==> config.mk <==
export PLATFORM = sky130hd
export DESIGN_NAME = dec_nx_scan
export DESIGN_NICKNAME = d
export VERILOG_FILES = /design/src/rtl/dec_pkg.sv /design/src/rtl/dec_n.sv /design/src/rtl/dec_nx_scan.sv
export SDC_FILE = /design/constraint.sdc
export NUM_CORES = 1
export LEC_CHECK = 0
export CAP_MARGIN = 20
export CORE_MARGIN = 2
export CORE_UTILIZATION = 25
export DETAILED_ROUTE_END_ITERATION = 16
export SLEW_MARGIN = 20
export SYNTH_ARGS = -nofsm -noshare
export SYNTH_HDL_FRONTEND = slang
export SYNTH_SLANG_ARGS = --single-unit
==> constraint.sdc <==
create_clock -name clk -period 1.9 [get_ports clk]
set_clock_uncertainty 0.1 [all_clocks]
set_input_delay 0.57 -clock clk [delete_from_list [all_inputs] [get_ports clk]]
set_output_delay 0.57 -clock clk [all_outputs]
set_load 0.01 [all_outputs]
==> src/rtl/dec_pkg.sv <==
// dec_pkg: shared mode encodings and the one-hot helper used by the
// dec_nx_scan decoder family.
package dec_pkg;

    localparam logic MODE_DIRECT = 1'b0;
    localparam logic MODE_SCAN   = 1'b1;

    // Widest select the helper supports; callers cast their result down
    // to 2^N bits.
    localparam int N_MAX = 10;

    // One-hot image of sel: bit sel set, every other bit clear.
    function automatic logic [(1<<N_MAX)-1:0] onehot(input logic [N_MAX-1:0] sel);
        logic [(1<<N_MAX)-1:0] v;
        v      = '0;
        v[sel] = 1'b1;
        return v;
    endfunction

endpackage

==> src/rtl/dec_n.sv <==
// dec_n: combinational N-to-2^N one-hot decoder with enable.
// A low enable forces all outputs to zero.
import dec_pkg::*;

module dec_n #(
    parameter int N = 3
) (
    input  logic             en,
    input  logic [N-1:0]     sel,
    output logic [(1<<N)-1:0] y
);

    localparam int W = 1 << N;

    // Decode sel to a single set bit, or all zeros when disabled.
    always_comb begin
        y = '0;
        if (en) begin
            y = W'(onehot(N_MAX'(sel)));
        end
    end

endmodule

==> src/rtl/dec_nx_scan.sv <==
// dec_nx_scan: registered N-to-2^N one-hot decoder with a DIRECT mode
// (decode `in`) and a SCAN mode (walk every output, DWELL cycles each).
// Optional feature macro: DEC_SKIP_MASK_EN adds a `skip` mask; a scan
// advance then jumps to the next unmasked index, and a fully masked scan
// parks with out=0 and idx/dwell frozen.
import dec_pkg::*;

module dec_nx_scan #(
    parameter int N     = 3,
    parameter int DWELL = 1
) (
    input  logic              clk,
    input  logic              rst,
    input  logic              E,
    input  logic              mode,
    input  logic              load,
    input  logic [N-1:0]      in,
`ifdef DEC_SKIP_MASK_EN
    input  logic [(1<<N)-1:0] skip,
`endif
    output logic [(1<<N)-1:0] out,
    output logic [N-1:0]      idx,
    output logic              wrap
);

    localparam int W  = 1 << N;
    // Dwell counter is at least one bit so DWELL=1 still has a register
    // (it simply never leaves zero).
    localparam int CW = (DWELL <= 2) ? 1 : $clog2(DWELL);
    localparam logic [CW-1:0] DWELL_LAST = CW'(DWELL - 1);

    logic [N-1:0]  idx_q, idx_d;
    logic [CW-1:0] dwell_q, dwell_d;
    logic [W-1:0]  out_q, out_d;
    logic          wrap_q, wrap_d;

    logic [N-1:0]  adv_idx;
    logic          adv_wrap;
    logic          scan_blocked;
    logic          dec_en;

`ifdef DEC_SKIP_MASK_EN
    // Next unmasked index above idx, circularly. Walking offsets from
    // largest to smallest lets the nearest candidate win. Offset W lands
    // back on idx itself, covering the case where only idx is unmasked.
    always_comb begin
        logic [N-1:0] cand;
        cand    = idx_q;
        adv_idx = idx_q;
        for (int k = W; k >= 1; k--) begin
            cand = idx_q + N'(k);
            if (!skip[cand]) begin
                adv_idx = cand;
            end
        end
        // The search crossed index 0 exactly when it did not move upward.
        adv_wrap     = (adv_idx <= idx_q);
        scan_blocked = &skip;
    end
`else
    // Plain increment; the N-bit add wraps to 0 by itself.
    always_comb begin
        adv_idx      = idx_q + N'(1);
        adv_wrap     = (idx_q == {N{1'b1}});
        scan_blocked = 1'b0;
    end
`endif

    // Next-state selection: idle hold, DIRECT/load capture, or scan advance.
    always_comb begin
        idx_d   = idx_q;
        dwell_d = dwell_q;
        wrap_d  = 1'b0;
        dec_en  = 1'b0;
        if (E) begin
            dec_en = 1'b1;
            if (mode == MODE_DIRECT || load) begin
                // DIRECT ignores load; both capture `in` and restart dwell.
                idx_d   = in;
                dwell_d = '0;
            end else if (scan_blocked) begin
                dec_en = 1'b0;
            end else if (dwell_q == DWELL_LAST) begin
                idx_d   = adv_idx;
                dwell_d = '0;
                wrap_d  = adv_wrap;
            end else begin
                dwell_d = dwell_q + CW'(1);
            end
        end
    end

    dec_n #(.N(N)) u_dec (
        .en  (dec_en),
        .sel (idx_d),
        .y   (out_d)
    );

    // State and output registers; reset overrides every other input.
    always_ff @(posedge clk) begin
        if (rst) begin
            idx_q   <= '0;
            dwell_q <= '0;
            out_q   <= '0;
            wrap_q  <= 1'b0;
        end else begin
            idx_q   <= idx_d;
            dwell_q <= dwell_d;
            out_q   <= out_d;
            wrap_q  <= wrap_d;
        end
    end

    assign out  = out_q;
    assign idx  = idx_q;
    assign wrap = wrap_q;

endmodule
==> results of run 1 <==
## report_power, final
group / switching, mW / internal [mW] / total (mW)
Sequential: 0.00473 / 0.260 / 0.265
Clock: 0.0719 / 0.0733 / 0.145
Combinational: 0.0422 / 0.0583 / 0.101
## layer usage
layer  share of wire (%)  wire length, µm  vias to the layer above  GRT usage [%]
met5                   0                0                        -              0
met4                 2.5               27                        0           6.94
met3                 4.1               44                        2          0.909
met2                  48              510                       19           15.3
met1                  45              483                      202           12.2
li1                    -                -                      235              -
## worst paths after layout
| path | startpoint | end | slack, ns | cells past startpoint |
|---|---|---|---|---|
| worst min register to register | idx[2]$_SDFF_PP0_ | idx[2]$_SDFF_PP0_ | 0.42 | 2 |
| worst min-delay path | idx[2]$_SDFF_PP0_ | idx[2]$_SDFF_PP0_ | 0.42 | 2 |
| worst max register to register | idx[0]$_SDFF_PP0_ | out[0]$_SDFF_PP0_ | 0.30 | 4 |
| worst max-delay path | idx[0]$_SDFF_PP0_ | idx[0] | 0.05 | 1 |
## flip-flops by register name, indices dropped and copies added, names as in the netlist
signal and flops:
idx 3, wrap 1, out 8
## area by class of cell
class | instances | area (µm²)
multi-input combinational | 35 | 269
fill | 192 | 1170
timing repair buffer | 26 | 243
tap | 27 | 33.8
sequential | 12 | 240
clock buffer | 3 | 22.5
## stage by stage
step	setup WS [ns]	hold WS, ns	total power, mW	TNS [ns]	utilization [%]
after floorplan	0.311	0.430	0.318	0	-
after detailed placement	-0.170	0.422	0.372	-1.12	39.6
after global placement	-0.151	0.408	0.370	-0.971	39.6
final	0.0506	0.421	0.511	0	40.8
after CTS	0.0430	0.431	0.517	0	40.8
after global routing	0.000325	0.468	0.540	0	40.8
## layout by cell type, fill, tap and decap left out
master,n
buf_4,7
and2_1,1
a211oi_1,2
and4b_4,1
nand2b_4,1
nor3b_1,1
nand4b_1,2
nand2_1,1
ha_1,2
nor2_1,5
nand3_1,2
a21oi_1,5
nand3b_1,2
a311oi_4,1
a21boi_1,4
nand4_1,1
and4bb_2,1
mux2i_1,1
dfxtp_1,12
clkbuf_4,3
clkdlybuf4s50_1,19
nor2b_1,2
## cells by family after synthesis
group / Yosys count / synth area share [%]
multiplexers: 1 / 1.90
buffers and inverters: 2 / 3.55
AO/OA/AOI/OAI: 12 / 18.2
AND/OR/NAND/NOR: 20 / 26.1
flip-flops: 12 / 45.5
adder cells (fa/ha/maj): 2 / 4.74
==> impl_results.md, run 1 <==
* CP Max Fanout at 3
* Ant diodes at 0
* Detailed-placement wirelength estimate at 882 µm
* Clock Latency Late Sink at 0.27 ns
* Yosys top cell area share at 45.5%
* CTS clk-pin slew, worst paths at 0.06 ns
* Drt pass-1 iters at 6
* # IOs at 20
* Max Cap Viol at 0
* CP startpoint kind: flop
* DP Area at 786 µm²
* Initial antenna violation count at 0
* Clock sinks at 12
* Max Slew Vio Count at 0
* # placed instances at 100
* Synth top area cells: dfxtp_1, a21boi_1, a311oi_4, a21oi_1, ha_1
* Count of non-filler cells in the finished layout at 103
* Hold Path Class: reg -> reg
* Cell with the most instances after synthesis: dfxtp_1
* TritonCTS Buffers at 3
* Total gr overflow at 0
* Vias in the first global route at 413
* WL final at 1070 µm
* Gate Count Post-Synth at 49
* Setup Fix Bufs, Post-CTS at 0
* CP endpoint kind: output port
* Die Y at 50.0 µm
* Critical Path RT at 1.23 ns
* Routed wire per std cell at 10.3 µm
* Fraction of layout cells with a size suffix above 1 at 18.4%
* Design Area, Final at 808 µm²
* Final setup viols at 0
* Register area share after synthesis at 45.5%
* Mean Syn Cell Area at 10.8 µm²
* Minimum clock period at 1.85 ns
* Die area at 0.00250 mm²
* Initial Util at 26.6%
* Maximum VDD drop at 0.199 mV
* Status: completed
* RSZ-0062 raised after global routing: no
* Placer congestion estimate at 0.740
* Synth Register Bits at 12
* Fin crit share at 97.3%
* Synth Warn # at 0
* Leak at 0.309 nW
* Pwr dens at 632 mW/mm²
* Top cell type by total area after synthesis: dfxtp_1
* Synth top cells by count: dfxtp_1, a21oi_1, nor2_1
* Worst path max stage delay at 0.55 ns
* Final nets at 88
* DRT iter0 DRCs at 11
* Slowest-stage cell, CP: clkdlybuf4s50_1
* Clk buf depth at 2
* Die W at 50.0 µm
* Crit Path Class: reg -> out
* Hold-fix buffers at CTS at 0
* Synth Flop Type: dfxtp_1
* Mapped Area at 528 µm²
* Post-synth EDFFs at 0
* Layout area overhead at 53.1%
* DRC Markers at 0
* Vias per cell at 4.45
* Slew margin rel. at 73.1%
* Synthesized Nets at 59
* FFs w/ async S/R, synth at 0%
* Final Hold Vio Count at 0
* CP Buf/Inv Count at 1
* Via count at 458
* TritonCTS clock tree: yes
* H-tree depth at 1
* Core area at 0.00198 mm²
* Tot GR Track Use at 9.70%
* Worst-path cell chain: clkdlybuf4s50_1
* Resize count post-CTS at 0
* Root Driver: clkbuf_4
* Synth unique cells at 21
* WP data arrival at 1.18 ns
* # port buffers at 19
* Pin count of the biggest net entering global routing at 10
* FP Rows at 16
* First-pass GRT wire length at 1830 µm
* Post-route antenna net violation count at 0
* Highest Clock Rate at 541 MHz
* Top Family by Delay on Critical Path: buffers and inverters
* Slew @ Worst Pin at 0.404 ns
(Power assumes the default switching activity.)
==> run 2, diff against run 1 <==
--- a/config.mk
+++ b/config.mk
@@ -11,2 +11,3 @@
 export DETAILED_ROUTE_END_ITERATION = 16
+export SETUP_SLACK_MARGIN = 0.2
 export SLEW_MARGIN = 20
==> constraint.sdc (replaced) <==
create_clock -name clk -period 1.9 [get_ports clk]
set_clock_uncertainty 0.1 [all_clocks]
set_input_delay 0.38 -clock clk [delete_from_list [all_inputs] [get_ports clk]]
set_output_delay 0.38 -clock clk [all_outputs]
set_load 0.01 [all_outputs]
==> impl_results.md, run 2 (same netlist as run 1, synthesis figures left out) <==
* TritonCTS Buffers at 3
* Top Family by Delay on Critical Path: buffers and inverters
* Slew @ Worst Pin at 0.291 ns
* Root Driver: clkbuf_4
* # IOs at 20
* Commonest non-fill, non-tap cell in the layout: clkdlybuf4s50_1
* Detailed-placement wirelength estimate at 819 µm
* Maximum VDD drop at 0.236 mV
* CP Buf/Inv Count at 1
* Slack of the critical path at 0.239 ns
* Slowest-stage cell, CP: clkdlybuf4s50_1
* Pin count of the biggest net entering global routing at 10
* Sw power at 0.118 mW
* # placed instances at 96
* Largest register FFs at 8
* Sum Neg Setup Slack at 0 ns
* Tot GR Track Use at 9.73%
* H-tree depth at 1
* Layout area overhead at 51.2%
* Initial antenna violation count at 0
* Final nets at 85
* Fraction of layout cells with a size suffix above 1 at 16.4%
* Slew margin rel. at 80.5%
* Final Hold Vio Count at 0
* Design Area, Final at 798 µm²
* Logic pwr share at 18.7%
* First-pass GRT wire length at 1770 µm
* Vias in the first global route at 385
* Most frequent cells in the layout: clkdlybuf4s50_1, dfxtp_1, a21oi_1, nor2_1, a21boi_1
* Worst path max stage delay at 0.55 ns
* DP Area at 756 µm²
* RSZ-0062 raised after global routing: yes
* Clock Latency Late Sink at 0.26 ns
* Die Y at 50.0 µm
* Leak at 0.325 nW
* Count of non-filler cells in the finished layout at 100
* WL final at 1050 µm
* FP Rows at 16
* Int Power at 0.388 mW
* Post-Place Setup Slack at -0.00110 ns
* DRC Markers at 0
* Highest Clock Rate at 602 MHz
* Post-route antenna net violation count at 0
* CP Max Fanout at 3
* Fin util at 40.3%
* Core area at 0.00198 mm²
* TritonCTS clock tree: yes
* Worst-path cell chain: clkdlybuf4s50_1
* Final hold slack at 0.422 ns
* Final setup viols at 0
* Vias per cell at 4.46
* Status: completed
* CP endpoint kind: output port
* Placer congestion estimate at 0.708
* CP startpoint kind: flop
* Pwr dens at 634 mW/mm²
* Minimum clock period at 1.66 ns
* Hold Path Class: reg -> reg
* Max Cap Viol at 0
* # port buffers at 19
* Clock sinks at 12
* Via count at 446
* Routed wire per std cell at 10.5 µm
* DRT iter0 DRCs at 12
* Hold-fix buffers at CTS at 0
* Tot Pwr at 0.506 mW
* Clk buf depth at 2
* Switch share at 23.3%
* Ant diodes at 0
* Total gr overflow at 0
* Die W at 50.0 µm
* Clk pwr share at 28.5%
* Crit Path Class: reg -> out
* CTS clk-pin slew, worst paths at 0.07 ns
* Fin crit share at 87.4%
* Critical Path RT at 1.42 ns
* Initial Util at 26.6%
* Max Slew Vio Count at 0
* Die area at 0.00250 mm²
* Drt pass-1 iters at 4
* WP data arrival at 1.18 ns
* Sequential share of power at 52.8%
==> run 2: changes by cell type in the layout (fill, tap and decap cells not counted), sizes merged <==
| cell | delta |
|---|---|
| buf | -3 |
| dlymetal6s2s | +2 |
| clkdlybuf4s50 | -2 |
==> run 2: layout make-up <==
type	instances	area, µm²
Fill cell	199	1180
Multi-Input combinational cell	35	269
Sequential cell	12	244
Timing Repair Buffer	23	229
Tap cell	27	33.8
Clock buffer	3	22.5
==> run 2: worst paths after layout <==
| path | end | cells past startpoint | slack [ns] | start |
|---|---|---|---|---|
| worst max-delay path | idx[1] | 1 | 0.24 | idx[1]$_SDFF_PP0_ |
| worst min-delay path | idx[2]$_SDFF_PP0_ | 2 | 0.42 | idx[2]$_SDFF_PP0_ |
| worst max register to register | out[4]$_SDFF_PP0_ | 5 | 0.26 | idx[0]$_SDFF_PP0_ |
| worst min register to register | idx[2]$_SDFF_PP0_ | 2 | 0.42 | idx[2]$_SDFF_PP0_ |
==> run 2: repair_timing <==
action / in CTS / in global routing
setup endpoints to repair: 6 / 6
gates resized for setup: 2 / 3
pin swaps: 0 / 1
buffers inserted: 0 / 1
hold endpoints to repair: 0 / 0
==> run 2: routing by layer <==
layer | GRT usage, % | wire (µm)
met1 | 12.9 | 493
met2 | 13.3 | 450
met3 | 0.909 | 71
met4 | 9.72 | 31
met5 | 0 | 0
==> run 2: power groups by stage <==
stage | Sequential, mW | Clock (mW) | Combinational [mW]
final | 0.267 | 0.144 | 0.0949
after global routing | 0.268 | 0.165 | 0.103
after CTS | 0.267 | 0.147 | 0.0919
after detailed placement | 0.273 | 0 | 0.0915
after global placement | 0.273 | 0 | 0.0904
after floorplan | 0.276 | 0 | 0.0427
